--- src/rtl/input_deframer.sv ---
// Splits a flag-framed compressed byte stream into literal and copy items.
// A header of FRAME_SIZE flag bits precedes each frame; one output register holds the current item.
module input_deframer #(
  parameter int FRAME_SIZE = 8
) (
  input  logic        ClkxCI,
  input  logic        RstxRI,
  input  logic [7:0]  InDataxDI,
  input  logic        InValidxSI,
  input  logic        InLastxSI,
  output logic        InReadyxSO,
  output logic        ItemValidxSO,
  input  logic        ItemReadyxSI,
  output logic        ItemIsCopyxSO,
  output logic [7:0]  LiteralxDO,
  output logic [11:0] OffsetxDO,
  output logic [4:0]  LengthxDO,
  output logic        FrameDonexSO,
  output logic        DonexSO,
  output logic        ErrorxSO
);

  localparam int HDR_BYTES = FRAME_SIZE / 8;

  localparam logic [1:0] HDR     = 2'd0;
  localparam logic [1:0] ITEM    = 2'd1;
  localparam logic [1:0] COPY_LO = 2'd2;
  localparam logic [1:0] DONE    = 2'd3;

  logic [1:0]            state_q, state_d;
  logic [FRAME_SIZE-1:0] hdr_q, hdr_d;
  logic                  hdrCnt_q, hdrCnt_d;
  logic [3:0]            itemIdx_q, itemIdx_d;
  logic [7:0]            b0_q, b0_d;
  logic                  itemValid_q, itemValid_d;
  logic                  isCopy_q, isCopy_d;
  logic [7:0]            literal_q, literal_d;
  logic [11:0]           offset_q, offset_d;
  logic [4:0]            length_q, length_d;
  logic                  frameDone_q, frameDone_d;
  logic                  error_q, error_d;

  logic                  inReady;
  logic                  accept;
  logic                  take;
  logic                  itemLoad;
  logic                  lastHdrByte;
  logic                  lastItem;
  logic                  curFlag;
  logic [FRAME_SIZE-1:0] hdrShift;
  logic [11:0]           copyOffset;

  // The single output register lets a new byte in whenever the slot is empty or being drained.
  always_comb begin
    case (state_q)
      HDR:          inReady = 1'b1;
      ITEM,
      COPY_LO:      inReady = ~itemValid_q | ItemReadyxSI;
      default:      inReady = 1'b0;
    endcase
  end

  assign accept      = InValidxSI & inReady;
  assign take        = itemValid_q & ItemReadyxSI;
  assign lastHdrByte = (HDR_BYTES == 1) || hdrCnt_q;
  assign lastItem    = (itemIdx_q == 4'(FRAME_SIZE - 1));
  assign hdrShift    = hdr_q >> itemIdx_q;
  assign curFlag     = hdrShift[0];
  assign copyOffset  = {b0_q[7:4], InDataxDI};

  always_comb begin
    state_d     = state_q;
    hdr_d       = hdr_q;
    hdrCnt_d    = hdrCnt_q;
    itemIdx_d   = itemIdx_q;
    b0_d        = b0_q;
    itemValid_d = itemValid_q;
    isCopy_d    = isCopy_q;
    literal_d   = literal_q;
    offset_d    = offset_q;
    length_d    = length_q;
    frameDone_d = frameDone_q;
    error_d     = error_q;
    itemLoad    = 1'b0;

    if (take) begin
      itemValid_d = 1'b0;
      frameDone_d = 1'b0;
    end

    case (state_q)
      HDR: begin
        if (accept) begin
          if (hdrCnt_q == 1'b0) begin
            hdr_d[7:0] = InDataxDI;
          end else begin
            hdr_d[FRAME_SIZE-1 -: 8] = InDataxDI;
          end
          if (lastHdrByte) begin
            hdrCnt_d  = 1'b0;
            itemIdx_d = 4'd0;
            state_d   = ITEM;
          end else begin
            hdrCnt_d = 1'b1;
          end
          // A stream may legally end partway through a header.
          if (InLastxSI) begin
            state_d = DONE;
          end
        end
      end
      ITEM: begin
        if (accept) begin
          if (!curFlag) begin
            itemLoad  = 1'b1;
            isCopy_d  = 1'b0;
            literal_d = InDataxDI;
            offset_d  = 12'd0;
            length_d  = 5'd0;
          end else if (InLastxSI) begin
            error_d = 1'b1;
            state_d = DONE;
          end else begin
            b0_d    = InDataxDI;
            state_d = COPY_LO;
          end
        end
      end
      COPY_LO: begin
        if (accept) begin
          itemLoad  = 1'b1;
          isCopy_d  = 1'b1;
          literal_d = 8'd0;
          offset_d  = copyOffset;
          length_d  = 5'(b0_q[3:0]) + 5'd3;
          if (copyOffset == 12'd0) begin
            error_d = 1'b1;
          end
        end
      end
      default: ;
    endcase

    // Common bookkeeping for any item that completes this cycle.
    if (itemLoad) begin
      itemValid_d = 1'b1;
      frameDone_d = lastItem;
      if (lastItem) begin
        itemIdx_d = 4'd0;
        state_d   = HDR;
      end else begin
        itemIdx_d = itemIdx_q + 4'd1;
        state_d   = ITEM;
      end
      if (InLastxSI) begin
        state_d = DONE;
      end
    end
  end

  always_ff @(posedge ClkxCI) begin
    if (RstxRI) begin
      state_q     <= HDR;
      hdr_q       <= '0;
      hdrCnt_q    <= 1'b0;
      itemIdx_q   <= 4'd0;
      b0_q        <= 8'd0;
      itemValid_q <= 1'b0;
      isCopy_q    <= 1'b0;
      literal_q   <= 8'd0;
      offset_q    <= 12'd0;
      length_q    <= 5'd0;
      frameDone_q <= 1'b0;
      error_q     <= 1'b0;
    end else begin
      state_q     <= state_d;
      hdr_q       <= hdr_d;
      hdrCnt_q    <= hdrCnt_d;
      itemIdx_q   <= itemIdx_d;
      b0_q        <= b0_d;
      itemValid_q <= itemValid_d;
      isCopy_q    <= isCopy_d;
      literal_q   <= literal_d;
      offset_q    <= offset_d;
      length_q    <= length_d;
      frameDone_q <= frameDone_d;
      error_q     <= error_d;
    end
  end

  assign InReadyxSO    = inReady;
  assign ItemValidxSO  = itemValid_q;
  assign ItemIsCopyxSO = isCopy_q;
  assign LiteralxDO    = literal_q;
  assign OffsetxDO     = offset_q;
  assign LengthxDO     = length_q;
  assign FrameDonexSO  = frameDone_q;
  assign DonexSO       = (state_q == DONE) & ~itemValid_q;
  assign ErrorxSO      = error_q;

endmodule

--- config.mk ---
export PLATFORM = sky130hd
export DESIGN_NAME = input_deframer
export DESIGN_NICKNAME = d
export VERILOG_FILES = /design/src/rtl/input_deframer.sv
export SDC_FILE = /design/constraint.sdc
export NUM_CORES = 1
export LEC_CHECK = 0
export BUFFER_PORTS_ARGS = -buffer_cell sky130_fd_sc_hd__buf_2
export CAP_MARGIN = 20
export CORE_ASPECT_RATIO = 0.9
export CORE_UTILIZATION = 46
export DETAILED_ROUTE_END_ITERATION = 7
export MAX_ROUTING_LAYER = met4
export PLACE_DENSITY = 0.7
export SYNTH_ARGS = -nofsm -noshare
export SYNTH_HDL_FRONTEND = slang
export SYNTH_SLANG_ARGS = --single-unit
--- constraint.sdc ---
create_clock -name ClkxCI -period 2.7 [get_ports ClkxCI]
set_input_delay 0.54 -clock ClkxCI [delete_from_list [all_inputs] [get_ports ClkxCI]]
set_output_delay 0.54 -clock ClkxCI [all_outputs]
set_load 0.05 [all_outputs]
==> results by group, run 1 <==
Floorplanning
  • Die Area: 5440 um2
  • Die Ht: approximately 70 um
  • Num ports: 44
  • Starting Density: between 40% and 50%
  • Core area: slightly below 5000 um2
  • # rows: 24
  • Chip width: 77.7 um

Logic synthesis
  • Syn Area/Cell: about 9.6 um2
  • Async S/R FF share, synth: 0%
  • Distinct cells, synth: 47
  • Post-Syn Area: 2370 um2
  • Number of flops mapped to enable cells by yosys: 0
  • Cells after Synth: 248
  • Yosys warns: 0
  • Cell with the most instances after synthesis: dfxtp_1
  • Dominant cell type by area after synthesis: dfxtp_1
  • #FFs+latches synth: 51
  • Largest cells by area after synthesis: dfxtp_1 (43%), a22o_1 (6.3%), nand2b_1 (5.5%)
  • Synth top area share: between 40% and 50%
  • Syn_nets: 267
  • Main synth FF type: dfxtp_1
  • Synth top cells by count: dfxtp_1 (51), a21oi_1 (25), nand2_1 (22), nand2b_1 (21), a22o_1 (17)
  • Sequential-to-total area share from yosys stat: 43.1%

Critical path
  • Crit path largest cell delay: 390 ps
  • Worst Path Required: roughly 2200 ps
  • Critical-path cell list: inv_1 > ha_1 > a21oi_1 > nor2_1 > buf_2
  • Crit start category: flop
  • Crit path buf inv count: 2
  • CP max stage cell: dfxtp_1
  • Top Family by Delay on Critical Path: flip-flops
  • WS Path Type: reg2out
  • CP Max Fanout: 5
  • Crit end category: output port
  • Worst Path Arrival: roughly 1800 ps

STA
  • Minimum clock period: about 2400 ps
  • Max Transition Viols Final: 0
  • Worst Slack Setup Final: 347 ps
  • Setup violations, final: 0
  • Final Hold Viols: 0
  • Unrepaired setup endpoints after global routing: no
  • Max transition margin: approximately 53%
  • Slew @ Worst Pin: 701 ps
  • Max Clk Rate: approximately 420 MHz
  • Crit share post-route: 87.2%
  • Sum Neg Setup Slack: 0 ps
  • Worst hold slack: 458 ps
  • Clock skew: between 7 and 8 ps

Global routing
  • Met3 Use GR: about 4.2%
  • All-Layer GR Usage: a little over a fifth
  • GR Layer Usage met2: between 30 and 40%
  • Met1 usage: 28.5%
  • Vias in the first global route: 1782
  • First-pass GRT wire length: just under 9000 um
  • Total grt overflow: 0
  • Initial antenna violation count: 0
  • Largest net degree at the start of global routing: 43
  • Top Usage Layer GRT: met2

Placed design
  • Post-DP Area: 2590 um2
  • Final GP Congestion: between 0.8 and 0.9
  • Hpwl dp: ~3600 um
  • Post-Place Cells: ~350
  • Buffers on Ports: 43
  • Place WS: 481 ps

Clock network
  • CTS sink cnt: between 50 and 60
  • Clock slew at reported path FFs: ~100 ps
  • Root Driver: clkbuf_8
  • Hold buffers post-CTS: 0
  • TritonCTS clock tree: built
  • Post-cts resize count: 0
  • Max clock buf depth: 2
  • Worst skew pair latency: 310 ps
  • Depth of the CTS H-tree: 2
  • # Post-CTS Setup Buffers: 0
  • Num CTS Buffers: 5

Routing
  • WL per Instance: between 10 and 15 um
  • Final WL: between 5000 and 6000 um
  • Via density per instance: around 5.5
  • Detailed Routing Iterations Pass 1: 4
  • Drt drc: 0
  • Antenna violation net count after detailed routing: 0
  • Via count: approximately 1900
  • 1st-iter DRT viols: 94

Final layout
  • Area taken by multi-input logic gates: ~1200 um2
  • Fillers: around 460
  • Cell area after layout: 2690 um2
  • Reg area: ~1000 um2
  • Syn-to-layout area delta: 13.3%
  • Ant diodes: 0
  • Post-Layout Cell Count: about 350
  • Layout net count: between 300 and 400
  • Share of cells above drive strength 1: about 22%

Power
  • PwrDens: about 800 nW/um2
  • Static Leak: roughly 1.0 nW
  • Worst vdd ir: roughly 0.00045 V

Outcome
  • Status: finished, final reports clean

Hold path
  • HP Class: reg2reg

Job
  • Max-cap violations: 0
cell type report:
| cell class | count | area share, % |
|---|---|---|
| multi-input combinational | 175 | 45.4 |
| sequential | 51 | 38.0 |
| timing repair buffer | 47 | 9.13 |
| clock buffer | 6 | 3.08 |
| tap | 65 | 3.03 |
| inverter | 7 | 0.979 |
| clock inverter | 1 | 0.326 |
metrics by stage:
stage / total power (W) / util (%)
4_1_cts: 0.00220 / 54.9
2_1_floorplan: 0.00157 / -
5_1_grt: 0.00230 / 54.9
6_report: 0.00219 / 54.9
3_3_place_gp: 0.00172 / 53.0
3_5_place_dp: 0.00173 / 53.0
layer usage:
layer,share of wire [%],up-vias
li1,-,968
met1,51,906
met2,44,41
met3,4.0,8
met4,1.3,0
met5,0,-
power by group:
group          internal (W)  total, W  switching (W)
sequential         0.000851  0.000912      0.0000615
combinational      0.000232  0.000809       0.000577
clock              0.000207  0.000465       0.000259
total               0.00129   0.00219       0.000898
cell usage in the layout, fill, tap and decap left out, types with 2 or more instances in the layout:
| master | count |
|---|---|
| dfxtp_1 | 51 |
| nor2b_1 | 3 |
| o21ai_0 | 9 |
| nand3_1 | 7 |
| clkbuf_8 | 6 |
| a21oi_1 | 25 |
| inv_1 | 7 |
| nor2_1 | 8 |
| a311oi_1 | 2 |
| nand2_1 | 22 |
| xnor2_1 | 2 |
| ha_1 | 6 |
| o31ai_1 | 2 |
| nand4b_1 | 8 |
| mux2i_1 | 10 |
| and2_1 | 2 |
| a22o_1 | 17 |
| a31oi_1 | 2 |
| a21o_1 | 2 |
| or3_1 | 2 |
| nor3_2 | 2 |
| buf_2 | 43 |
| nor4_1 | 3 |
| nand2b_1 | 21 |
| buf_4 | 4 |
state kept, by name, summed over array words and instances (netlist names), 2 cells and up:
| name | flops |
|---|---|
| OffsetxDO | 12 |
| hdr_q | 8 |
| LiteralxDO | 8 |
| LengthxDO | 5 |
| itemIdx_q | 4 |
| state_q | 2 |
| b0_q | 8 |
cell families (layout without fill, tap and decap cells):
kind of cell / Yosys count / in the layout / share of synthesized area [%]
AO/OA/AOI/OAI: 67 / 67 / 19.5
XOR/XNOR: 2 / 2 / 0.739
adder cells (fa/ha/maj): 6 / 6 / 3.17
buffers and inverters: 22 / 61 / 5.44
flip-flops: 51 / 51 / 43.1
multiplexers: 11 / 11 / 5.17
AND/OR/NAND/NOR: 89 / 89 / 22.9
worst register-to-register path, cell delays in order, from the launching register on:
cell     delay, ps
dfxtp_1        390
inv_1           90
ha_1           360
a21oi_1        170
nor3_2         560
a21oi_2        110
buf_4          220
a22o_1         240
final timing paths:
check / start / slack (ps) / end / cells after the start
setup / recovery: state_q[0]$_SDFFE_PP0P_ / 350 / InReadyxSO / 5
hold / removal: hdr_q[2]$_SDFFE_PP0P_ / 460 / hdr_q[2]$_SDFFE_PP0P_ / 2
setup reg to reg: state_q[0]$_SDFFE_PP0P_ / 480 / LengthxDO[2]$_SDFFE_PP0P_ / 7
hold reg to reg: hdr_q[2]$_SDFFE_PP0P_ / 460 / hdr_q[2]$_SDFFE_PP0P_ / 2
Power figures use the tool's default switching activity.
==> run 2: changes to the inputs <==
- CORE_ASPECT_RATIO: 0.9 -> default
==> results by group, run 2 (synthesized netlist as in run 1, its figures left out) <==
Power
  • Combinational fraction of design power: 37.2% (+0.2 points)
  • Part of the power in registers: 42.5% (+0.8 points)
  • Switching Power: 0.000889 W (-0.95%)
  • Sw Share: 41.2% (+0.19 points)
  • Static Leak: 1.04 nW (-0.74%)
  • Worst vdd ir: 0.000530 V (+18%)
  • PwrDens: 805 nW/um2 (-1.2%)
  • Internal: 0.00127 W (-1.7%)
  • Clock power share: 20.3% (-1.0 points)

Routing
  • Antenna violation net count after detailed routing: 0 (unchanged)
  • Via density per instance: 5.57 (+2.0%)
  • Detailed Routing Iterations Pass 1: 4 (unchanged)
  • 1st-iter DRT viols: 122 (+30%)
  • Via count: 1973 (+2.6%)
  • WL per Instance: 14.4 um (-2.2%)
  • Drt drc: 0 (unchanged)
  • Final WL: 5110 um (-1.6%)

STA
  • Sum Neg Setup Slack: 0 ps (unchanged)
  • Setup violations, final: 0 (unchanged)
  • Unrepaired setup endpoints after global routing: no
  • Crit share post-route: 87.2% (+0.092 points)
  • Worst Slack Setup Final: 344 ps (-2.49 ps)
  • Max transition margin: 54.8% (+1.9 points)
  • Minimum clock period: 2360 ps (+2.49 ps)
  • Max Transition Viols Final: 0 (unchanged)
  • Slew @ Worst Pin: 673 ps (-27.8 ps)
  • Clock skew: 9.83 ps (+2.12 ps)
  • Final Hold Viols: 0 (unchanged)
  • Max Clk Rate: 425 MHz (-0.11%)

Placed design
  • Buffers on Ports: 43 (unchanged)
  • Final GP Congestion: 0.781 (-5.7%)
  • Hpwl dp: 3590 um (+0.88%)
  • Place WS: 350 ps (-132 ps)

Hold path
  • Hold wc startpoint: ItemIsCopyxSO$_SDFFE_PP0P_
  • Worst Hold Path EP: ItemIsCopyxSO$_SDFFE_PP0P_
  • HP Class: reg2reg
  • Hold Path Depth: 1 (-1)

Critical path
  • Crit end category: flop
  • WS Path Type: reg2reg
  • Worst reg2reg endpoint: OffsetxDO[5]$_SDFFE_PP0P_
  • Crit start category: flop
  • Worst Path Required: 2950 ps (+790 ps)
  • Reg-to-reg setup timing slack: 340 ps (-140 ps)
  • CP max stage cell: and4b_1
  • Worst reg-to-reg path cell count: 5 (-2)
  • Worst Path Arrival: 2610 ps (+800 ps)
  • Crit path buf inv count: 0 (-2)
  • Worst r2r src: itemIdx_q[0]$_SDFFE_PP0P_
  • Crit path largest cell delay: 630 ps (+240 ps)
  • Top Family by Delay on Critical Path: simple AND/OR/NAND/NOR gates
  • Critical-path cell list: mux4_2 > nand2b_4 > nand3_4 > and4b_1 > a22o_1
  • CP Max Fanout: 18 (+13)

Clock network
  • TritonCTS clock tree: built
  • Clock slew at reported path FFs: 100 ps (about the same)
  • Post-cts resize count: 0 (unchanged)
  • Depth of the CTS H-tree: 2 (unchanged)
  • # Post-CTS Setup Buffers: 0 (unchanged)
  • Num CTS Buffers: 5 (unchanged)
  • Root Driver: clkbuf_8
  • Max clock buf depth: 2 (unchanged)
  • Worst skew pair latency: 300 ps (about the same)
  • Hold buffers post-CTS: 0 (unchanged)
  • CTS sink cnt: 51 (unchanged)

Final layout
  • Commonest non-fill, non-tap cell in the layout: dfxtp_1
  • Syn-to-layout area delta: 13.0%
  • Ant diodes: 0 (unchanged)
  • Share of cells above drive strength 1: 22.0% (-0.35 points)
  • Max reg flops: 12 (unchanged)
  • Layout net count: 305 (-0.33%)
  • Commonest non-fill, non-tap cells in the layout: dfxtp_1 (51), buf_2 (43), a21oi_1 (25), nand2_1 (22), nand2b_1 (21)

Floorplanning
  • Die Ht: 73.8 um (+5.3%)
  • Die Area: 5440 um2 (about the same)
  • # rows: 25 (+4.2%)
  • Num ports: 44 (unchanged)
  • Core area: 4850 um2 (-0.95%)
  • Chip width: 73.8 um (-5.0%)
  • Starting Density: 48.9% (+0.46 points)

Global routing
  • Total grt overflow: 0 (unchanged)
  • Vias in the first global route: 1727 (-3.1%)
  • Initial antenna violation count: 0 (unchanged)
  • First-pass GRT wire length: 8150 um (-6.1%)
  • All-Layer GR Usage: 20.4% (-0.53 points)
  • Largest net degree at the start of global routing: 26 (-40%)

Job
  • Max-cap violations: 0 (unchanged)

Outcome
  • Status: finished, final reports clean
-- run 2: cell types whose count changed in the layout (fill, tap and decap cells not counted) --
cell	previous run	this run
clkinv_4	0	2
buf_4	4	3
inv_6	1	0
clkbuf_1	0	1
clkbuf_8	6	5
-- run 2: area by class of cell --
| class | count | area [um2] |
|---|---|---|
| repair buffers | 46 | 238 |
| clock inverters | 2 | 17.5 |
| inverters | 7 | 26.3 |
| fillers | 471 | 2170 |
| clock buffers | 6 | 72.6 |
| multi-input cells | 175 | 1220 |
| flip-flops and latches | 51 | 1020 |
| well taps | 67 | 83.8 |
-- run 2: worst max path at each step --
| stage | start | to | depth (start not counted) |
|---|---|---|---|
| floorplan | state_q[0]$_SDFFE_PP0P_ | InReadyxSO | 4 |
| global placement | itemIdx_q[0]$_SDFFE_PP0P_ | OffsetxDO[3]$_SDFFE_PP0P_ | 5 |
| detailed placement | itemIdx_q[0]$_SDFFE_PP0P_ | OffsetxDO[1]$_SDFFE_PP0P_ | 5 |
| CTS | itemIdx_q[0]$_SDFFE_PP0P_ | OffsetxDO[0]$_SDFFE_PP0P_ | 5 |
| global route | state_q[0]$_SDFFE_PP0P_ | LengthxDO[3]$_SDFFE_PP0P_ | 7 |
| finish | itemIdx_q[0]$_SDFFE_PP0P_ | OffsetxDO[5]$_SDFFE_PP0P_ | 5 |
-- run 2: power by group through the flow --
stage | sequential, W | clock (W) | combinational (W)
3_3_place_gp | 0.000930 | 0 | 0.000793
2_1_floorplan | 0.00112 | 0 | 0.000448
5_1_grt | 0.000927 | 0.000483 | 0.000869
3_5_place_dp | 0.000930 | 0 | 0.000801
4_1_cts | 0.000915 | 0.000451 | 0.000804
6_report | 0.000917 | 0.000438 | 0.000801
-- run 2: through the flow --
stage / instance area (um2) / utilization (%) / hold slack (ps) / instances / power [W]
floorplan: 2370 / - / 432 / 248 / 0.00157
global placement: 2590 / 53.4 / 429 / 346 / 0.00172
detailed placement: 2590 / 53.4 / 439 / 346 / 0.00173
CTS: 2680 / 55.3 / 460 / 354 / 0.00217
global route: 2680 / 55.3 / 478 / 354 / 0.00228
finish: 2680 / 55.3 / 456 / 354 / 0.00216
-- run 2: layer usage --
layer,up-vias,wire length (um),global-route usage [%]
met5,-,0,-
met2,43,2330,32.4
met1,959,2530,26.5
met3,6,210,4.12
met4,0,51,5.13
li1,965,-,-
